## src/rtl/card_draw_arbiter.sv

```systemverilog
// card_draw_arbiter: shares one VGA pixel-plot port among NREQ box-fill
// requesters. Grants round-robin, latches the winner's origin and colour,
// then sweeps a 2^SIZE_LOG2 square one pixel per clock, row-major.
// Optional build macro ABORT_EN: dropping req[grant] during DRAW abandons
// the box without a done pulse.
module card_draw_arbiter #(
  parameter int NREQ      = 4,
  parameter int SIZE_LOG2 = 4
) (
  input  logic              clk,
  input  logic              reset_n,
  input  logic [NREQ-1:0]   req,
  input  logic [8*NREQ-1:0] x0_flat,
  input  logic [7*NREQ-1:0] y0_flat,
  input  logic [3*NREQ-1:0] colour_flat,
  output logic [7:0]        x,
  output logic [6:0]        y,
  output logic [2:0]        colour,
  output logic              plot,
  output logic [NREQ-1:0]   done,
  output logic              busy
);

  localparam int GW = (NREQ > 1) ? $clog2(NREQ) : 1;
  localparam int CW = 2 * SIZE_LOG2;

  typedef enum logic [1:0] {S_IDLE, S_DRAW, S_DONE} state_t;

  state_t          state, state_next;
  logic [GW-1:0]   rr_ptr;
  logic [GW-1:0]   grant;
  logic [GW-1:0]   pick;
  logic            pick_valid;
  logic [CW-1:0]   count;
  logic [7:0]      bx;
  logic [6:0]      by;
  logic [2:0]      bcol;
  logic            abort;

  // Requester index base+step, wrapped modulo NREQ (step < NREQ).
  function automatic logic [GW-1:0] wrap_inc(input logic [GW-1:0] base, input int step);
    int sum;
    sum = int'(base) + step;
    if (sum >= NREQ) sum = sum - NREQ;
    return GW'(sum);
  endfunction

  // Round-robin search: first set req bit at or above rr_ptr, wrapping.
  always_comb begin
    // NOTE: every always_comb output gets a default first, so no path leaves it unassigned (no latch).
    pick       = '0;
    pick_valid = 1'b0;
    // Walk downward so the closest candidate to rr_ptr is assigned last and wins.
    for (int k = NREQ - 1; k >= 0; k--) begin
      if (req[wrap_inc(rr_ptr, k)]) begin
        pick       = wrap_inc(rr_ptr, k);
        pick_valid = 1'b1;
      end
    end
  end

`ifdef ABORT_EN
  assign abort = (state == S_DRAW) && !req[grant];
`else
  assign abort = 1'b0;
`endif

  // Next-state logic for the IDLE -> DRAW -> DONE sequence.
  always_comb begin
    state_next = state;
    unique case (state)
      S_IDLE: if (pick_valid) state_next = S_DRAW;
      S_DRAW: begin
        if (abort)       state_next = S_IDLE;
        else if (&count) state_next = S_DONE;
      end
      S_DONE: state_next = S_IDLE;
      default: state_next = S_IDLE;
    endcase
  end

  // State register.
  always_ff @(posedge clk or negedge reset_n) begin
    if (!reset_n) state <= S_IDLE;
    // NOTE: sequential state uses non-blocking (<=) so every register samples pre-edge values.
    else          state <= state_next;
  end

  // Datapath: grant latch, pixel sweep, registered VGA outputs and done pulse.
  always_ff @(posedge clk or negedge reset_n) begin
    if (!reset_n) begin
      // NOTE: every datapath register is reset; there is no memory here, so nothing is left uninitialised.
      rr_ptr <= '0;
      grant  <= '0;
      count  <= '0;
      bx     <= '0;
      by     <= '0;
      bcol   <= '0;
      x      <= '0;
      y      <= '0;
      colour <= '0;
      plot   <= 1'b0;
      done   <= '0;
    end else begin
      plot <= 1'b0;
      done <= '0;
      unique case (state)
        S_IDLE: begin
          if (pick_valid) begin
            grant <= pick;
            bx    <= x0_flat[8*pick +: 8];
            by    <= y0_flat[7*pick +: 7];
            bcol  <= colour_flat[3*pick +: 3];
            count <= '0;
          end
        end
        S_DRAW: begin
          if (abort) begin
            rr_ptr <= wrap_inc(grant, 1);
          end else begin
            plot   <= 1'b1;
            x      <= bx + 8'(count[SIZE_LOG2-1:0]);
            y      <= by + 7'(count[CW-1:SIZE_LOG2]);
            colour <= bcol;
            count  <= count + CW'(1);
          end
        end
        S_DONE: begin
          done[grant] <= 1'b1;
          rr_ptr      <= wrap_inc(grant, 1);
        end
        default: ;
      endcase
    end
  end

  assign busy = (state != S_IDLE);

endmodule

```

## config.mk

```make
export PLATFORM = sky130hd
export DESIGN_NAME = card_draw_arbiter
export DESIGN_NICKNAME = d
export VERILOG_FILES = /design/src/rtl/card_draw_arbiter.sv
export SDC_FILE = /design/constraint.sdc
export NUM_CORES = 1
export LEC_CHECK = 0
export CELL_PAD_IN_SITES_DETAIL_PLACEMENT = 0
export CELL_PAD_IN_SITES_GLOBAL_PLACEMENT = 1
export CORE_ASPECT_RATIO = 1.25
export CORE_MARGIN = 8
export CORE_UTILIZATION = 37
export DETAILED_ROUTE_END_ITERATION = 6
export PLACE_DENSITY_LB_ADDON = 0.15
export RECOVER_POWER = 100
export SLEW_MARGIN = 5
export SYNTH_ARGS = -nofsm -noshare
export SYNTH_HDL_FRONTEND = slang
export SYNTH_SLANG_ARGS = --single-unit
```

## constraint.sdc

```tcl
create_clock -name clk -period 5.35 [get_ports clk]
set_input_delay 0.535 -clock clk [delete_from_list [all_inputs] [get_ports clk]]
set_output_delay 0.535 -clock clk [all_outputs]
set_load 0.03 [all_outputs]
```

# --- After elaboration in Yosys (flattened, before gate mapping) ---
# Cells that the tools add are included.
word_totals:
  regBits: 55
  in_bits: 78
  out_inout_bits: 24
  word_cells: 82
op_classes:
  addsub: 12
  mul: 2
  n_lt_le_gt_ge: 11
  n_eq_ne: 4
  shifts: 3
  mux: 30
  n_reduce_logical: 8
ops:
  columns: ["operator", "count"]
  rows:
  - ["$shiftx A32 B6 Y8", 1]
  - ["$shiftx A28 B6 Y7", 1]
  - ["$mux W2", 11]
  - ["$pmux W8 S2", 1]
  - ["$lt A2 B3 Y1 const B", 5]
  - ["$ge A3 B3 Y1 const B", 4]
  - ["$shiftx A12 B5 Y3", 1]
  - ["$mux W1", 10]
  - ["$sub A2 B1 Y2 const B", 5]
  - ["$add A8 B1 Y8 const B", 1]
  - ["$add A8 B4 Y8", 1]
  - ["$bmux W1 S2", 4]
  - ["$mux W8", 1]
  - ["$reduce_and A8 Y1", 1]
  - ["$add A7 B4 Y7", 1]
  - ["$add A2 B1 Y3 const B", 2]
  - ["$add A2 B2 Y3 const B", 2]
  - ["$reduce_and A2 Y1", 3]
  - ["$mul A3 B2 Y5 const A", 1]
  - ["$mul A2 B2 Y4 const A", 1]
  - ["$mux W4", 1]
  - ["$ne A2 B2 Y1 const B", 2]
  - ["$pmux W2 S2", 1]
  - ["$reduce_bool A2 Y1", 2]
  - ["other kinds (7)", 7]

# --- Longest topological paths before layout ---
# Gate-level depths: netlist (run 1).
depth:
  word_depth: 11
  mapped_depth: 8

# --- Least setup slack after synthesis (run 1) ---
# Ideal clock, no wire load.
synth_timing:
  kind: "input port to flip-flop"
  from: "input req[3]"
  to: "register bx[0]"
  arrival_ns: 1.567
  required_time_ns: 5.212
  slack_ns: 3.644
  cell_stages: 5
  path_cell_list: "nor4_1 > nor2_1 > nand2_1 > buf_2 > o221ai_1"
synth_via:
  elab_chain_cells: 7
  word_cells_on_any_way: 18
  classes_between: "1 x shift; 16 x mux; 1 x reduce/logical"
synth_lines:
  columns: ["element", "line", "rtl"]
  rows:
  - ["start: declaration", "12", "input logic [NREQ-1:0] req,"]
  - ["$bmux W1 S2", "55", "if (req[wrap_inc(rr_ptr, k)]) begin"]
  - ["$mux W1 (not written as such)", "55", null]
  - ["$mux W2 / $mux W1 (equally long branches) (4 in a row)", "55", null]
  - ["$shiftx A32 B6 Y8 / $reduce_and A2 Y1 (equally long branches)", null, null]
  - ["end signal: assignment", "111", "bx <= x0_flat[8*pick +: 8];"]
  - ["end: declaration", "35", "logic [7:0] bx;"]
# Several ways; a longest one is shown, not always the timed one. The select of a mux whose other input is x is not followed.
# A chain may end at the register's enable or synchronous reset.

# --- Final worst setup path (run 1) ---
layout_timing:
  from: "input req[0]"
  to: "register by[2]"
layout_via:
  elab_chain_cells: 8
  word_cells_on_any_way: 19
  classes_between: "1 x mul; 1 x shift; 16 x mux; 1 x reduce/logical"
layout_lines:
  columns: ["element", "line", "rtl"]
  rows:
  - ["$bmux W1 S2", "55", null]
  - ["$mux W1 (not written as such)", "55", null]
  - ["$mux W2 (4 in a row)", "55", null]
  - ["$mul A3 B2 Y5", "112", "by <= y0_flat[7*pick +: 7];"]
  - ["$shiftx A28 B6 Y7", "112", null]
  - ["end signal: assignment", "112", null]
  - ["end: declaration", "36", "logic [6:0] by;"]
# Several ways; a longest one is shown, not always the timed one. The select of a mux whose other input is x is not followed.

==> results of run 1 <==
==> final cells by class <==
| cell class | count | share of cell area, % |
|---|---|---|
| Clock inverter | 2 | 0.8206 |
| Clock buffer | 6 | 1.934 |
| Inverter | 15 | 1.319 |
| Multi-Input combinational cell | 223 | 37.02 |
| Timing Repair Buffer | 104 | 23.83 |
| Sequential cell | 55 | 32.24 |
| Tap cell | 97 | 2.843 |
==> layer usage <==
metal	vias to the layer above	share of wire [%]	global-route usage, %
met5	-	0	0
met4	0	1.1	3.617
met3	6	6.1	4.169
met2	76	52	25.12
met1	1186	40	15.80
li1	1277	-	-
==> metrics by stage <==
stage / power, mW / std cells / hold WS (ns) / area [sq um] / util [%]
after global routing: 1.614 / 502 / 0.5053 / 4269 / 52.10
after global placement: 1.246 / 494 / 0.4590 / 4163 / 50.80
after CTS: 1.548 / 502 / 0.3947 / 4280 / 52.24
after detailed placement: 1.256 / 494 / 0.4591 / 4163 / 50.80
after floorplan: 0.9899 / 307 / 0.2394 / 3092 / -
final: 1.505 / 502 / 0.4772 / 4269 / 52.10
==> worst max path at each step <==
stage / start / endpoint / cells after the start
after floorplan: req[3] / bx[0] / 5
after global placement: req[3] / bx[0] / 5
after detailed placement: req[3] / bcol[0] / 5
after CTS: req[3] / by[0] / 5
after global routing: req[0] / bx[1] / 6
final: req[0] / by[2] / 6
==> critical path, delay by kind of cell <==
kind / cells / cell delay [ns]
muxes: 1 / 0.36
AOI/OAI and AO/OA: 3 / 0.64
buffers and inverters: 2 / 2.42
==> state kept, by name, indices dropped and copies added (netlist names), 3 cells and up <==
register	cells
bx	8
count	8
x	8
by	7
y	7
done	4
bcol	3
colour	3
==> cell families after synthesis <==
group / count (synthesis)
xor+xnor: 9
buf+inv: 29
compound gates: 69
mux: 38
fa+ha+maj: 15
simple gates: 92
flops: 55
==> layout by cell type (no fill, tap or decap), types with 10 or more instances in the layout <==
cell / instances
sky130_fd_sc_hd__clkdlybuf4s50_1: 74
sky130_fd_sc_hd__o21ai_0: 26
sky130_fd_sc_hd__mux2i_1: 37
sky130_fd_sc_hd__dfrtp_1: 55
sky130_fd_sc_hd__nand2_1: 59
sky130_fd_sc_hd__nor2_1: 12
sky130_fd_sc_hd__inv_1: 14
sky130_fd_sc_hd__dlygate4sd3_1: 26
sky130_fd_sc_hd__a21oi_1: 10
sky130_fd_sc_hd__ha_1: 13
==> where the power goes <==
part | internal (mW) | switching [mW] | leakage [nW]
registers | 0.529 | 0.0937 | 0.689
clock network | 0.152 | 0.137 | 0.0612
logic | 0.270 | 0.323 | 1.22
total | 0.951 | 0.554 | 1.97
==> impl_metrics.csv, run 1 <==
group,metric,value,unit
clock_network,clock_latency,0.30,ns
synth,syn-instance-count,307,
sta,worst_slack,1.582,ns
sta,setup_viol,0,
place,gp_congestion,0.7734,
synth,share_of_the_synthesized_area_in_compound_gates_ao_oa_aoi_oai,16.23,%
synth,yosys.area_share.simple,12.87,%
sta,max-slew-margin-rel,-99.67,%
worst_hold_path,min-delay-path-class,"register to register",
job,drv.max_cap_violation_count,2,
grt,grt-ovfl-total,0,
worst_hold_path,min_to,"colour[1]",
sta,worstMarginPinSlew,2.995,ns
synth,post_synth_xor_area_fraction,2.550,%
detailed_routing,detail_route.vias_per_cell,5.070,
worst_setup_path,crit_path_max_fanout,37,
sta,period_minus_slack,3.768,ns
clock_network,cts_hold_buffers,0,
synth,fraction_of_the_yosys_area_taken_by_sequential_cells,44.52,%
sta,finalCritPeriodShare,70.43,%
sta,finClkSkew,0.005369,ns
worst_setup_path,worst_r2r_path_cells,5,
synth,seq_cells_post_synth,55,
detailed_routing,routedWlPerCell,16.03,um
worst_setup_path,critical_path_required,5.55,ns
outcome,violations_in_the_final_reports,"max-capacitance violations, max-slew violations",
worst_setup_path,crit_type,"primary input to register",
floorplanning,die_x,97.76,um
synth,ys.warnings.count,0,
sta,fin_setup_tns,0,ns
cells_and_area,fill_cells,738,
synth,post_synth_mux_area_share,12.34,%
worst_hold_path,hp-start,"colour[1]",
detailed_routing,detail_route.drc_violations,0,
cells_and_area,nets,497,
synth,syn_nets,400,
synth,netlist.area_leader.share,44.52,%
synth,post_synth_num_cell_types,38,
worst_setup_path,critical_path.slowest_cell,"sky130_fd_sc_hd__clkbuf_1",
grt,grt_resource_usage_total,14.03,%
clock_network,cts_sinks,55,
worst_setup_path,r2r_setup_slack,1.94,ns
grt,grt_pass1_wl,13.37,mm
clock_network,clock_tree.htree_level_count,2,
cells_and_area,flow.area_growth_from_synthesis,38.08,%
floorplanning,chipHeight,118.2,um
worst_setup_path,critical_path_arrival,3.97,ns
synth,post_synth_most_frequent_cells,"59 x sky130_fd_sc_hd__nand2_1, 55 x sky130_fd_sc_hd__dfrtp_1, 37 x sky130_fd_sc_hd__mux2i_1",
clock_network,path_clk_slew,0.10,ns
floorplanning,top_level_ports,102,
detailed_routing,drt.antenna.violating_nets,0,
synth,syn-mean-instance-area,10.07,sq um
detailed_routing,num_vias,2545,
grt,first_global_vias,2758,
clock_network,postCtsSetupBuffers,0,
worst_setup_path,worst_path_cell_chain,"dlygate4sd3_1, a21boi_0, o221ai_4, clkbuf_1, mux2i_1, o221ai_1",
worst_setup_path,r2r-start,"rr_ptr[1]",
floorplanning,floorplan.die_area,11560,sq um
detailed_routing,drt_first_pass_iters,5,
place,place_ws,2.327,ns
synth,yosys.cell_count.top_type,"sky130_fd_sc_hd__nand2_1",
synth,postSynth.asyncResetShare,100.0,%
sta,max_freq,0.2654,GHz
power_and_ir_drop,leakage_component_of_the_power,1.973,nW
worst_setup_path,critical_path.endpoint_type,"register",
clock_network,cts_tree,"yes",
floorplanning,starting_density,37.73,%
place,dp_hpwl,6.234,mm
place,port_buffers,101,
floorplanning,rows,37,
power_and_ir_drop,vdd_ir_drop_max,0.1577,mV
cells_and_area,multi_input_area,1580,sq um
clock_network,ctsRootBufferMaster,"sky130_fd_sc_hd__clkbuf_8",
cells_and_area,layout-drive-gt1-share,5.432,%
worst_setup_path,timing.critical_path.from_type,"primary input",
floorplanning,core_region_area,8194,sq um
synth,post-synth-top-area-cell,"sky130_fd_sc_hd__dfrtp_1",
synth,synth_enable_flop_cells,0,
grt,grt_start_max_net_pins,56,
synth,largest_family_of_logic_cells_by_synthesized_area,"compound AO/OA/AOI/OAI gates",
cells_and_area,num_antenna_cells,0,
power_and_ir_drop,power_density,352.5,nW/um^2
synth,synthesis.area,3092,sq um
synth,synth-adder-area-share,6.556,%
sta,rsz0062_at_grt,"no",
clock_network,ctsResizeCount,0,
detailed_routing,detailedRoute.firstIterationViolations,74,
worst_hold_path,number_of_cells_on_the_worst_hold_path,2,
worst_setup_path,cpPeakStageDelay,1.80,ns
clock_network,cts_inserted_buffers,5,
synth,leading_register_cell_type_out_of_synthesis,"sky130_fd_sc_hd__dfrtp_1",
cells_and_area,area_used_by_sequential_logic_in_the_layout,1376,sq um
sta,final_hold_violation_count,0,
synth,synth.top_cells.by_area,"sky130_fd_sc_hd__dfrtp_1 45%, sky130_fd_sc_hd__mux2i_1 12%, sky130_fd_sc_hd__nand2_1 7.2%, sky130_fd_sc_hd__ha_1 5.3%, sky130_fd_sc_hd__o221ai_2 4.4%",
outcome,outcome,"complete, but fails checks",
clock_network,cts_buffer_depth,2,
sta,slew_viol_final,94,
grt,antenna_found_initial,0,
worst_setup_path,reg2reg_to,"by[2]",
detailed_routing,wirelength,8.046,mm
Note: power is estimated with default switching activity, not from simulation.
==> run 2: changes to the inputs <==
CORE_UTILIZATION = 35   (was 37)
clock period = 3.8 ns   (was 5.35 ns; I/O delays follow)
==> impl_metrics.csv, run 2 (synthesis results as in run 1) <==
group,metric,value,unit
outcome,outcome,"finished, final reports clean",
clock_network,cts_inserted_buffers,5,
grt,grt_start_max_net_pins,56,
clock_network,path_clk_slew,0.10,ns
detailed_routing,detail_route.vias_per_cell,4.873,
grt,first_global_vias,2822,
sta,period_minus_slack,2.726,ns
detailed_routing,wl_met3,506,um
sta,rsz0062_at_grt,"no",
sta,finalCritPeriodShare,71.73,%
clock_network,cts_buffer_depth,2,
clock_network,clock_tree.htree_level_count,2,
floorplanning,starting_density,35.73,%
sta,worstMarginPinSlew,1.172,ns
sta,slew_viol_final,0,
cells_and_area,nets,498,
clock_network,ctsResizeCount,0,
worst_setup_path,reg2reg_to,"bx[3]",
cells_and_area,layout-drive-gt1-share,4.680,%
grt,antenna_found_initial,0,
clock_network,clock_latency,0.31,ns
worst_setup_path,r2r_setup_slack,1.36,ns
clock_network,cts_tree,"yes",
sta,hold_ws,0.1875,ns
power_and_ir_drop,power_density,482.5,nW/um^2
floorplanning,floorplan.die_area,12120,sq um
worst_setup_path,crit_type,"primary input to register",
worst_setup_path,critical_path_required,3.96,ns
sta,fin_setup_tns,0,ns
sta,max_freq,0.3669,GHz
place,dp_hpwl,6.307,mm
clock_network,cts_hold_buffers,0,
sta,finClkSkew,0.009724,ns
floorplanning,top_level_ports,102,
detailed_routing,drt-met1-wl,3.342,mm
detailed_routing,detailedRoute.firstIterationViolations,86,
worst_setup_path,critical_path_arrival,2.89,ns
cells_and_area,num_antenna_cells,0,
detailed_routing,drt.antenna.violating_nets,0,
floorplanning,die_x,100.1,um
worst_setup_path,worst_r2r_path_cells,5,
detailed_routing,num_vias,2563,
place,port_buffers,101,
clock_network,postCtsSetupBuffers,0,
detailed_routing,routedWlPerCell,15.48,um
power_and_ir_drop,leakage_component_of_the_power,1.966,nW
place,gp_congestion,0.7562,
floorplanning,chipHeight,121.1,um
cells_and_area,layout.cell_area.non_filler,4255,sq um
cells_and_area,layout_common_cells,"75 x sky130_fd_sc_hd__clkdlybuf4s50_1, 59 x sky130_fd_sc_hd__nand2_1, 55 x sky130_fd_sc_hd__dfrtp_1",
grt,grt-ovfl-total,0,
worst_hold_path,min-delay-path-class,"primary input to asynchronous set/reset pin",
cells_and_area,flow.area_growth_from_synthesis,37.64,%
detailed_routing,detail_route.drc_violations,0,
detailed_routing,drt_first_pass_iters,4,
worst_setup_path,r2r-start,"rr_ptr[1]",
cells_and_area,reg_top3,"bx (8), count (8), x (8)",
sta,final_hold_violation_count,0,
detailed_routing,top_signal_layer_used,"met4",
grt,grt_pass1_wl,13.72,mm
clock_network,ctsRootBufferMaster,"sky130_fd_sc_hd__clkbuf_8",
sta,setup_viol,0,
cells_and_area,final_common_cell,"sky130_fd_sc_hd__clkdlybuf4s50_1",
grt,grt_resource_usage_total,14.14,%
worst_setup_path,critical_path.endpoint_type,"register",
floorplanning,core_region_area,8653,sq um
sta,max-slew-margin-rel,21.87,%
detailed_routing,wirelength,8.142,mm
worst_setup_path,timing.critical_path.from_type,"primary input",
worst_setup_path,crit_path_max_fanout,22,
floorplanning,rows,38,
place,post_dp_cell_area,4199,sq um
detailed_routing,wl_met2,4.227,mm
power_and_ir_drop,vdd_ir_drop_max,0.1868,mV
job,drv.max_cap_violation_count,0,
clock_network,cts_sinks,55,
run 2: changes by cell type in the layout (fill, tap and decap cells not counted), sizes merged:
cell | before | now
buf | 1 | 4
clkbuf | 9 | 7
bufinv | 1 | 0
clkdlybuf4s50 | 74 | 75
clkinvlp | 0 | 1
dlygate4sd3 | 26 | 25
run 2: final cells by class:
| class | count | area (sq um) |
|---|---|---|
| multi-input cells | 223 | 1540 |
| inverters | 15 | 56.30 |
| well taps | 120 | 150.1 |
| repair buffers | 105 | 1033 |
| clock buffers | 6 | 82.58 |
| flip-flops and latches | 55 | 1376 |
| clock inverters | 2 | 16.27 |
| fillers | 844 | 4398 |
run 2: per-stage QoR:
stage	util, %	total power, mW	worst slack, ns	instances
after floorplan	-	1.394	2.116	307
after global placement	48.53	1.759	1.279	518
after detailed placement	48.53	1.771	1.244	518
after CTS	49.67	2.123	1.491	526
after global routing	49.18	2.202	0.7752	526
final	49.18	2.053	1.074	526
run 2: routing by layer:
layer  up-vias  track usage, %
li1       1273               -
met1      1219           15.97
met2        67           25.07
met3         4           4.478
met4         0           3.412
met5         -               0
run 2: worst max-delay path by stage:
stage             start  endpoint  slack [ns]
4_1_cts        state[0]  count[5]        1.49
3_3_place_gp     req[3]   bcol[1]        1.28
2_1_floorplan  count[0]      x[6]        2.12
6_report         req[1]     bx[0]        1.07
3_5_place_dp     req[0]     bx[3]        1.24
5_1_grt          req[1]     bx[5]        0.78
run 2: critical path: stages:
cell and delay [ns]:
sky130_fd_sc_hd__dlygate4sd3_1 0.59, sky130_fd_sc_hd__nor4_1 0.29, sky130_fd_sc_hd__or2_0 0.93, sky130_fd_sc_hd__or2_0 0.26
sky130_fd_sc_hd__buf_4 0.26, sky130_fd_sc_hd__o221ai_1 0.16
run 2: where the power goes:
group	leakage, nW	switching [mW]	internal (mW)
Combinational	1.23	0.456	0.374
Clock	0.0474	0.203	0.149
Sequential	0.689	0.127	0.744
Total	1.97	0.786	1.27
